### src/rtl/pipe_hazard_ctrl_pkg.sv
// Shared types for the pipeline hazard controller.
//   fwd_sel_t  : operand-forwarding select carried into E
//   sb_entry_t : one in-flight destination record (E, M or W)
// rd is held at a fixed 8-bit width so one struct serves any REG_BITS up to 8.
package pipe_ctrl_pkg;

   localparam int SB_RD_W    = 8;
   localparam int PC_REG_DEF = 15;

   typedef enum logic [1:0] {
      FWD_RF = 2'b00,
      FWD_W  = 2'b01,
      FWD_M  = 2'b10
   } fwd_sel_t;

   typedef struct packed {
      logic               valid;
      logic [SB_RD_W-1:0] rd;
      logic               is_load;
   } sb_entry_t;

   localparam sb_entry_t SB_EMPTY = '0;

   // A decode source depends on an in-flight entry; the PC register never does.
   function automatic logic src_match(input sb_entry_t          ent,
                                      input logic               use_src,
                                      input logic [SB_RD_W-1:0] src,
                                      input logic [SB_RD_W-1:0] pc_reg);
      return use_src & ent.valid & (ent.rd == src) & (src != pc_reg);
   endfunction

   // Youngest producer first. A load in E never reaches here because it stalls.
   function automatic fwd_sel_t fwd_pick(input logic hit_e,
                                         input logic e_is_load,
                                         input logic hit_m);
      if (hit_e && !e_is_load) return FWD_M;
      else if (hit_m)          return FWD_W;
      else                     return FWD_RF;
   endfunction

endpackage

### src/rtl/pipe_hazard_ctrl_scoreboard.sv
// hazard_scoreboard: E -> M -> W shift register of in-flight destinations.
// A bubble request loads an empty entry into E in place of the decode entry.
module hazard_scoreboard
   import pipe_ctrl_pkg::*;
(
   input  logic      clk,
   input  logic      reset,
   input  sb_entry_t dec_entry,
   input  logic      bubble,
   output sb_entry_t sb_e,
   output sb_entry_t sb_m,
   output sb_entry_t sb_w
);

   sb_entry_t sb_e_q, sb_e_d;
   sb_entry_t sb_m_q, sb_m_d;
   sb_entry_t sb_w_q, sb_w_d;

   // Next contents: every entry advances one stage each cycle.
   always_comb begin
      sb_e_d = bubble ? SB_EMPTY : dec_entry;
      sb_m_d = sb_e_q;
      sb_w_d = sb_m_q;
   end

   // Scoreboard storage, emptied by reset.
   always_ff @(posedge clk) begin
      if (reset) begin
         sb_e_q <= SB_EMPTY;
         sb_m_q <= SB_EMPTY;
         sb_w_q <= SB_EMPTY;
      end else begin
         sb_e_q <= sb_e_d;
         sb_m_q <= sb_m_d;
         sb_w_q <= sb_w_d;
      end
   end

   assign sb_e = sb_e_q;
   assign sb_m = sb_m_q;
   assign sb_w = sb_w_q;

endmodule

### src/rtl/pipe_hazard_ctrl.sv
// pipe_hazard_ctrl: stall / flush / forwarding control for the F D E M W pipe.
// Optional macro PIPE_HAZARD_CTRL_PERF_EN adds saturating StallCnt/FlushCnt.
//
// redirect counter | meaning
// -----------------+------------------------------------------------
// 0                | idle, FlushD only follows BranchTakenE
// 1..BR_EXTRA      | extra redirect cycles left, FlushD held high
module pipe_hazard_ctrl
   import pipe_ctrl_pkg::*;
#(
   parameter int REG_BITS = 4,
   parameter int PC_REG   = PC_REG_DEF,
   parameter int BR_EXTRA = 0
) (
   input  logic                clk,
   input  logic                reset,
   input  logic                ValidD,
   input  logic [REG_BITS-1:0] RnD,
   input  logic [REG_BITS-1:0] RmD,
   input  logic                UseRnD,
   input  logic                UseRmD,
   input  logic [REG_BITS-1:0] RdD,
   input  logic                RegWriteD,
   input  logic                MemToRegD,
   input  logic                BranchTakenE,
   output logic                StallF,
   output logic                StallD,
   output logic                FlushD,
   output logic                FlushE,
   output logic [1:0]          FwdAE,
   output logic [1:0]          FwdBE
`ifdef PIPE_HAZARD_CTRL_PERF_EN
   ,
   output logic [15:0]         StallCnt,
   output logic [15:0]         FlushCnt
`endif
);

   localparam int BR_W = 3;

   logic [SB_RD_W-1:0] rn_x, rm_x, rd_x, pc_x;
   sb_entry_t          dec_entry, sb_e, sb_m, sb_w_unused;
   logic               hit_a_e, hit_b_e, hit_a_m, hit_b_m;
   logic               load_use, br_busy;
   logic               stall, flush_d, flush_e;
   logic [BR_W-1:0]    br_cnt_q, br_cnt_d;
   fwd_sel_t           fwd_a_q, fwd_a_d, fwd_b_q, fwd_b_d;

   assign rn_x = SB_RD_W'(RnD);
   assign rm_x = SB_RD_W'(RmD);
   assign rd_x = SB_RD_W'(RdD);
   assign pc_x = SB_RD_W'(PC_REG);

   // Decode entry: only real, register-writing instructions become producers.
   always_comb begin
      dec_entry         = SB_EMPTY;
      dec_entry.valid   = ValidD & RegWriteD;
      dec_entry.rd      = rd_x;
      dec_entry.is_load = MemToRegD;
   end

   hazard_scoreboard u_sb (
      .clk       (clk),
      .reset     (reset),
      .dec_entry (dec_entry),
      .bubble    (flush_e),
      .sb_e      (sb_e),
      .sb_m      (sb_m),
      .sb_w      (sb_w_unused)
   );

   // Source-to-producer matches; an empty decode slot matches nothing.
   always_comb begin
      hit_a_e = ValidD & src_match(sb_e, UseRnD, rn_x, pc_x);
      hit_b_e = ValidD & src_match(sb_e, UseRmD, rm_x, pc_x);
      hit_a_m = ValidD & src_match(sb_m, UseRnD, rn_x, pc_x);
      hit_b_m = ValidD & src_match(sb_m, UseRmD, rm_x, pc_x);
   end

   // Stall/flush decisions; a pending redirect wins over a load-use stall.
   always_comb begin
      load_use = sb_e.is_load & (hit_a_e | hit_b_e);
      br_busy  = BranchTakenE | (br_cnt_q != '0);
      stall    = 1'b0;
      flush_d  = 1'b0;
      flush_e  = 1'b0;
      if (!reset) begin
         stall   = load_use & ~br_busy;
         flush_d = br_busy;
         flush_e = load_use | BranchTakenE;
      end
   end

   assign StallF = stall;
   assign StallD = stall;
   assign FlushD = flush_d;
   assign FlushE = flush_e;

   // Forward selects for the instruction entering E; a bubble gets RF.
   always_comb begin
      fwd_a_d = FWD_RF;
      fwd_b_d = FWD_RF;
      if (!flush_e) begin
         fwd_a_d = fwd_pick(hit_a_e, sb_e.is_load, hit_a_m);
         fwd_b_d = fwd_pick(hit_b_e, sb_e.is_load, hit_b_m);
      end
   end

   // Redirect down-counter: a taken branch (re)loads the extra penalty.
   always_comb begin
      br_cnt_d = br_cnt_q;
      if (BranchTakenE)         br_cnt_d = BR_W'(BR_EXTRA);
      else if (br_cnt_q != '0)  br_cnt_d = br_cnt_q - 1'b1;
   end

   // Registered forward selects and redirect counter.
   always_ff @(posedge clk) begin
      if (reset) begin
         fwd_a_q  <= FWD_RF;
         fwd_b_q  <= FWD_RF;
         br_cnt_q <= '0;
      end else begin
         fwd_a_q  <= fwd_a_d;
         fwd_b_q  <= fwd_b_d;
         br_cnt_q <= br_cnt_d;
      end
   end

   assign FwdAE = fwd_a_q;
   assign FwdBE = fwd_b_q;

`ifdef PIPE_HAZARD_CTRL_PERF_EN
   logic [15:0] stall_cnt_q, stall_cnt_d;
   logic [15:0] flush_cnt_q, flush_cnt_d;

   // Saturating event counts: load-use stall cycles and taken branches.
   always_comb begin
      stall_cnt_d = stall_cnt_q;
      flush_cnt_d = flush_cnt_q;
      if (stall && stall_cnt_q != 16'hFFFF)
         stall_cnt_d = stall_cnt_q + 16'd1;
      if (BranchTakenE && flush_cnt_q != 16'hFFFF)
         flush_cnt_d = flush_cnt_q + 16'd1;
   end

   // Event counter storage.
   always_ff @(posedge clk) begin
      if (reset) begin
         stall_cnt_q <= '0;
         flush_cnt_q <= '0;
      end else begin
         stall_cnt_q <= stall_cnt_d;
         flush_cnt_q <= flush_cnt_d;
      end
   end

   assign StallCnt = stall_cnt_q;
   assign FlushCnt = flush_cnt_q;
`endif

endmodule
### config.mk
export PLATFORM = sky130hd
export DESIGN_NAME = pipe_hazard_ctrl
export DESIGN_NICKNAME = d
export VERILOG_FILES = /design/src/rtl/pipe_hazard_ctrl_pkg.sv /design/src/rtl/pipe_hazard_ctrl_scoreboard.sv /design/src/rtl/pipe_hazard_ctrl.sv
export SDC_FILE = /design/constraint.sdc
export NUM_CORES = 1
export LEC_CHECK = 0
export ABC_AREA = 1
export CORE_MARGIN = 10
export CORE_UTILIZATION = 41
export CTS_CLUSTER_SIZE = 30
export DETAILED_ROUTE_END_ITERATION = 10
export HOLD_SLACK_MARGIN = 0.02
export PLACE_DENSITY = 0.8
export SYNTH_ARGS = -nofsm -noshare
export SYNTH_HDL_FRONTEND = slang
export SYNTH_SLANG_ARGS = --single-unit
### constraint.sdc
create_clock -name clk -period 1.35 [get_ports clk]
set_input_delay 0.3375 -clock clk [delete_from_list [all_inputs] [get_ports clk]]
set_output_delay 0.3375 -clock clk [all_outputs]
set_load 0.02 [all_outputs]
==> flow_metrics.tcl, run 1 <==
set metrics [dict create \
    status "finished, violations left" \
    violations "setup timing" \
    crit_path_end_kind "output pin" \
    hold_path.class "primary input to flip-flop" \
    dpl.hpwl_mm 1.96 \
    gp_congestion 0.886 \
    syn_area_um2 948 \
    final_cell_mix "nand2_1, buf_4, inv_1" \
    ys_ff_latch 18 \
    netlist_instances 149 \
    synth_area_per_cell_um2 6.37 \
    power_density_mw_per_mm2 679 \
    routedWlPerCell_um 14.4 \
    ys_warn_count 0 \
    skew_ns 0.00248 \
    cts_buffers 3 \
    die_x_um 68.1 \
    fin_util_pct 74.9 \
    fin_ws_ns -0.589 \
    cts.sinks 18 \
    grt_max_degree 11 \
    yosysSeqAreaShare_pct 38.0 \
    rrSetupSlack_ns -0.18 \
    cts_max_level 1 \
    crit_type "flip-flop to output pin" \
    fmax_mhz 516 \
    worstMarginPinSlew_ns 0.269 \
    post-route-drc-count 0 \
    io_pins 28 \
    rsz0062_at_grt "true" \
    wirelength_mm 3.41 \
    portBuffers 27 \
    crit_path_max_fanout 3 \
    finalSetupViolations 12 \
    core_area_mm2 0.00221 \
    ir_worst_vdd_v 0.000724 \
    layout_commonest_cell "nand2_1" \
    die_y_um 68.1 \
    final_layout_size_suffix_gt1_share_pct 41.8 \
    die_area_mm2 0.00464 \
    hold_viol_final 0 \
    ys_types 17 \
    clock_path_buffers 2 \
    vias 1149 \
    vias_per_cell 4.85 \
    arrival_ns 1.60 \
    maxSlewHeadroom_pct 82.1 \
    synth_fp_nets 171 \
    grtUsageTotal_pct 12.5 \
    root_buffer "clkbuf_4" \
    floorplan.rows 17 \
    fin_crit_ns 1.94 \
    grt_pass1_wl_mm 4.51 \
    startpoint_type "flip-flop" \
    cts_tree "done" \
    required_ns 1.01 \
    insertion_delay_ns 0.30 \
    finalHoldWorstSlack_ns 0.467 \
    nets 231 \
    initial_core_util_pct 42.9 \
    layout.filler_cells 163 \
    first_pass_iters 4 \
    grt_antenna_before_repair 0 \
    grt_pass1_vias 1100 \
    path_clk_slew_ns 0.11 \
    p_leak_nw 0.797 \
    drv_cap 0 \
    period_share_pct 144 \
    drv_slew 0 \
    areaGrowthSynthToFinish_pct 74.7 \
    antenna_left 0 \
    drt_iter0_markers 110 \
    grt_overflow_total 0 \
]
==> metrics by stage <==
stage / setup slack (ns) / std cells / setup TNS, ns / power, mW / cell area (um^2)
6_report: -0.589 / 237 / -3.21 / 1.12 / 1660
4_1_cts: -0.468 / 232 / -1.80 / 1.09 / 1530
3_5_place_dp: -1.28 / 222 / -8.44 / 0.760 / 1410
5_1_grt: -0.628 / 236 / -3.62 / 1.17 / 1650
2_1_floorplan: -0.161 / 149 / -0.270 / 0.642 / 970
3_3_place_gp: -1.20 / 222 / -7.82 / 0.755 / 1410
==> synth_stat cells <==
cell type / n / area, um^2
inv_1: 29 / 109
nor2_1: 26 / 97.6
nor2_2: 2 / 12.5
nand2_2: 1 / 6.26
nand2_4: 1 / 11.3
nor2_4: 1 / 11.3
clkbuf_1: 1 / 3.75
nand2_1: 43 / 161
ha_1: 2 / 25.0
xnor2_1: 4 / 35.0
a211oi_1: 1 / 7.51
nand4_1: 4 / 25.0
o21ai_0: 4 / 20.0
nand3_1: 9 / 45.0
buf_4: 1 / 7.51
a21oi_1: 2 / 10.0
dfxtp_1: 18 / 360
==> repair_timing <==
| action | 4_1_cts | 5_1_grt |
|---|---|---|
| pin swaps | 12 | 12 |
| hold buffers | 0 | 0 |
| setup endpoints to repair | 16 | 14 |
| buffers inserted | 6 | 6 |
| resized for setup | 64 | 29 |
==> final timing paths <==
kind                        endpoint  cells past startpoint                     from
max                           StallD                      7  u_sb.sb_e[9]$_SDFF_PP0_
min          u_sb.sb_e[9]$_SDFF_PP0_                      3                   ValidD
max reg2reg      FwdBE[0]$_SDFF_PP0_                     10  u_sb.sb_e[9]$_SDFF_PP0_
min reg2reg  u_sb.sb_m[9]$_SDFF_PP0_                      2  u_sb.sb_e[9]$_SDFF_PP0_
==> worst max-delay path, cell delays in order (launching register included) <==
cell     delay [ns]
dfxtp_1        0.41
nand3_1        0.15
nor2_4         0.16
nand3_2        0.12
nand2_4        0.09
nand3_4        0.08
nor2_4         0.15
buf_6          0.13
==> layout make-up <==
| cell class | instances | area (um^2) | area share (%) |
|---|---|---|---|
| Multi-Input combinational cell | 100 | 619 | 37.4 |
| Timing Repair Buffer | 57 | 484 | 29.2 |
| Sequential cell | 18 | 368 | 22.2 |
| Inverter | 29 | 111 | 6.72 |
| Clock buffer | 4 | 36.3 | 2.19 |
| Tap cell | 28 | 35.0 | 2.11 |
| Antenna cell | 1 | 2.50 | 0.151 |
==> registers in the layout, summed over array words and instances (netlist names) <==
name and cells:
FwdAE 2, FwdBE 2, br_cnt_q 3, u_sb.sb_e 6
u_sb.sb_m 5
==> report_power, final <==
group          switching [mW]  internal, mW
Combinational           0.120         0.113
Sequential             0.0101         0.542
Clock                   0.174         0.164
Total                   0.305         0.820
==> cell families (layout without fill, tap and decap cells) <==
logic type / Yosys count / after routing / share of synthesized area (%)
buf+inv: 31 / 90 / 12.7
simple gates: 87 / 87 / 39.0
flops: 18 / 18 / 38.0
other cells: 0 / 1 / 0
xor+xnor: 4 / 4 / 3.69
compound gates: 7 / 7 / 3.96
fa+ha+maj: 2 / 2 / 2.64
==> layer usage <==
metal	global-route usage (%)	share of wire [%]	vias to the layer above
met3	4.57	5.7	8
li1	-	-	566
met2	24.4	55	34
met5	0	0	-
met4	3.52	1.8	0
met1	11.7	37	541
No activity file was read; power rests on OpenSTA's default activity.
==> inputs of run 2 (changes only) <==
CAP_MARGIN = 20   (was unset)
==> results of run 2 <==
Same layout as run 1: the final DEF is identical, and so are final timing and power.
==> inputs of run 3 (changes only) <==
CORE_MARGIN = unset   (was 10)
==> flow_metrics.tcl, run 3 (synthesis results as in run 1) <==
set metrics [dict create \
    status "finished, violations left" \
    fin_util_pct 76.3 \
    die_area_mm2 0.00251 \
    grt_pass1_vias 1147 \
    hold_viol_final 0 \
    min_to "u_sb.sb_m[9]$_SDFF_PP0_" \
    violations "setup timing" \
    r2r.worst_path.cells 10 \
    core_area_mm2 0.00219 \
    cts_tree "done" \
    drv_slew 0 \
    insertion_delay_ns 0.30 \
    post-route-drc-count 0 \
    worstMarginPinSlew_ns 0.241 \
    crit_path_max_fanout 4 \
    p_leak_nw 0.801 \
    final_cells 239 \
    intPower_uw 819 \
    grt_overflow_total 0 \
    die_x_um 50.1 \
    final_cell_area_mm2 0.00167 \
    cts_buffers 3 \
    power.total_mw 1.14 \
    maxSlewHeadroom_pct 83.8 \
    combPwrFrac_pct 20.9 \
    final_cell_mix "nand2_1, buf_4, inv_1" \
    floorplan.rows 17 \
    vias 1179 \
    clkPwrFrac_pct 30.5 \
    largest_reg_flops 6 \
    p_seq_share_pct 48.6 \
    cts_max_level 1 \
    cts.sinks 18 \
    grt_max_degree 11 \
    finalSetupViolations 12 \
    dpl.hpwl_mm 1.98 \
    areaGrowthSynthToFinish_pct 76.3 \
    rsz0062_at_grt "true" \
    grt_antenna_before_repair 0 \
    root_buffer "clkbuf_4" \
    skew_ns 0.00817 \
    portBuffers 27 \
    fmax_mhz 510 \
    period_share_pct 145 \
    io_pins 28 \
    vias_per_cell 4.93 \
    antenna_left 0 \
    placed_cells 223 \
    rrSetupSlack_ns -0.06 \
    ir_worst_vdd_v 0.000563 \
    reg2reg_from "u_sb.sb_e[4]$_SDFF_PP0_" \
    hold_depth 2 \
    gp_congestion 0.831 \
    first_pass_iters 4 \
    wirelength_mm 3.48 \
    hold_path.class "flip-flop to flip-flop" \
    layout_commonest_cell "nand2_1" \
    p_switching_uw 320 \
    routedWlPerCell_um 14.6 \
    crit_path_end_kind "output pin" \
    path_clk_slew_ns 0.11 \
    sw_frac_of_total_pct 28.1 \
    grtUsageTotal_pct 25.6 \
    layout.filler_cells 151 \
    final_layout_size_suffix_gt1_share_pct 43.1 \
    fin_ws_ns -0.612 \
    min_from "u_sb.sb_e[9]$_SDFF_PP0_" \
    grt_pass1_wl_mm 4.77 \
    drv_cap 0 \
    required_ns 1.01 \
    r2r-end "u_sb.sb_e[1]$_SDFF_PP0_" \
    startpoint_type "primary input" \
    clock_path_buffers 2 \
    die_y_um 50.1 \
    arrival_ns 1.62 \
    post_dp_cell_area_mm2 0.00142 \
    crit_type "primary input to output pin" \
    drt_iter0_markers 50 \
    nets 234 \
    diodes 0 \
    power_density_mw_per_mm2 681 \
    initial_core_util_pct 43.3 \
    fin_crit_ns 1.96 \
]
run 3: cell count changes in the layout (fill, tap and decap cells not counted), moves of 2 or more:
cell     previous run  this run
nor2_1             17        14
nand2_2             7        10
o21ai_2             3         1
nor2_2              7        10
buf_4              28        30
run 3: power by group through the flow:
stage	combinational, mW	clock (mW)	sequential (mW)
3_3_place_gp	0.194	0	0.562
5_1_grt	0.254	0.381	0.554
3_5_place_dp	0.202	0	0.563
4_1_cts	0.203	0.353	0.551
6_report	0.239	0.347	0.553
2_1_floorplan	0.0811	0	0.561
run 3: cell type report:
cell class	count	area (um^2)	area share, %
inverters	29	111	6.66
well taps	28	35.0	2.10
flip-flops and latches	18	369	22.1
repair buffers	60	515	30.8
clock buffers	4	36.3	2.17
multi-input cells	100	604	36.2
run 3: how the worst max path moves through the flow:
stage	from	to	slack [ns]	depth (start not counted)
global route	u_sb.sb_e[4]$_SDFF_PP0_	StallD	-0.68	9
finish	RmD[1]	StallF	-0.61	9
detailed placement	RmD[0]	FlushE	-1.27	10
CTS	u_sb.sb_e[1]$_SDFF_PP0_	FlushE	-0.49	9
global placement	RmD[1]	StallD	-1.18	10
floorplan	u_sb.sb_e[2]$_SDFF_PP0_	StallF	-0.16	9
run 3: layer usage:
metal / wire (um) / GRT usage [%] / vias to the layer above
met2: 1930 / 49.3 / 46
met3: 138 / 4.32 / 17
li1: - / - / 572
met4: 84 / 12.4 / 0
met5: 0 / 0 / -
met1: 1330 / 25.7 / 544
run 3: timing repair:
item                                    CTS  global route
pin swaps                                13            13
buffers inserted                          8             7
gates resized for setup                  66            27
endpoints found under the setup margin   16            13
hold buffers                              0             0
run 3: worst max-delay path, cell delays in order:
cell	delay, ns
dlygate4sd2_1	0.30
nand2_1	0.14
nor2_2	0.06
nor2_2	0.18
nand3_2	0.13
nand2_2	0.12
nand3_4	0.09
nor2_4	0.14
buf_6	0.13
run 3: metrics by stage:
stage | setup TNS [ns] | hold slack (ns) | worst slack [ns]
detailed placement | -9.00 | 0.436 | -1.27
global placement | -7.98 | 0.422 | -1.18
floorplan | -0.270 | 0.417 | -0.161
CTS | -1.71 | 0.446 | -0.491
global route | -3.36 | 0.468 | -0.680
finish | -2.64 | 0.470 | -0.612
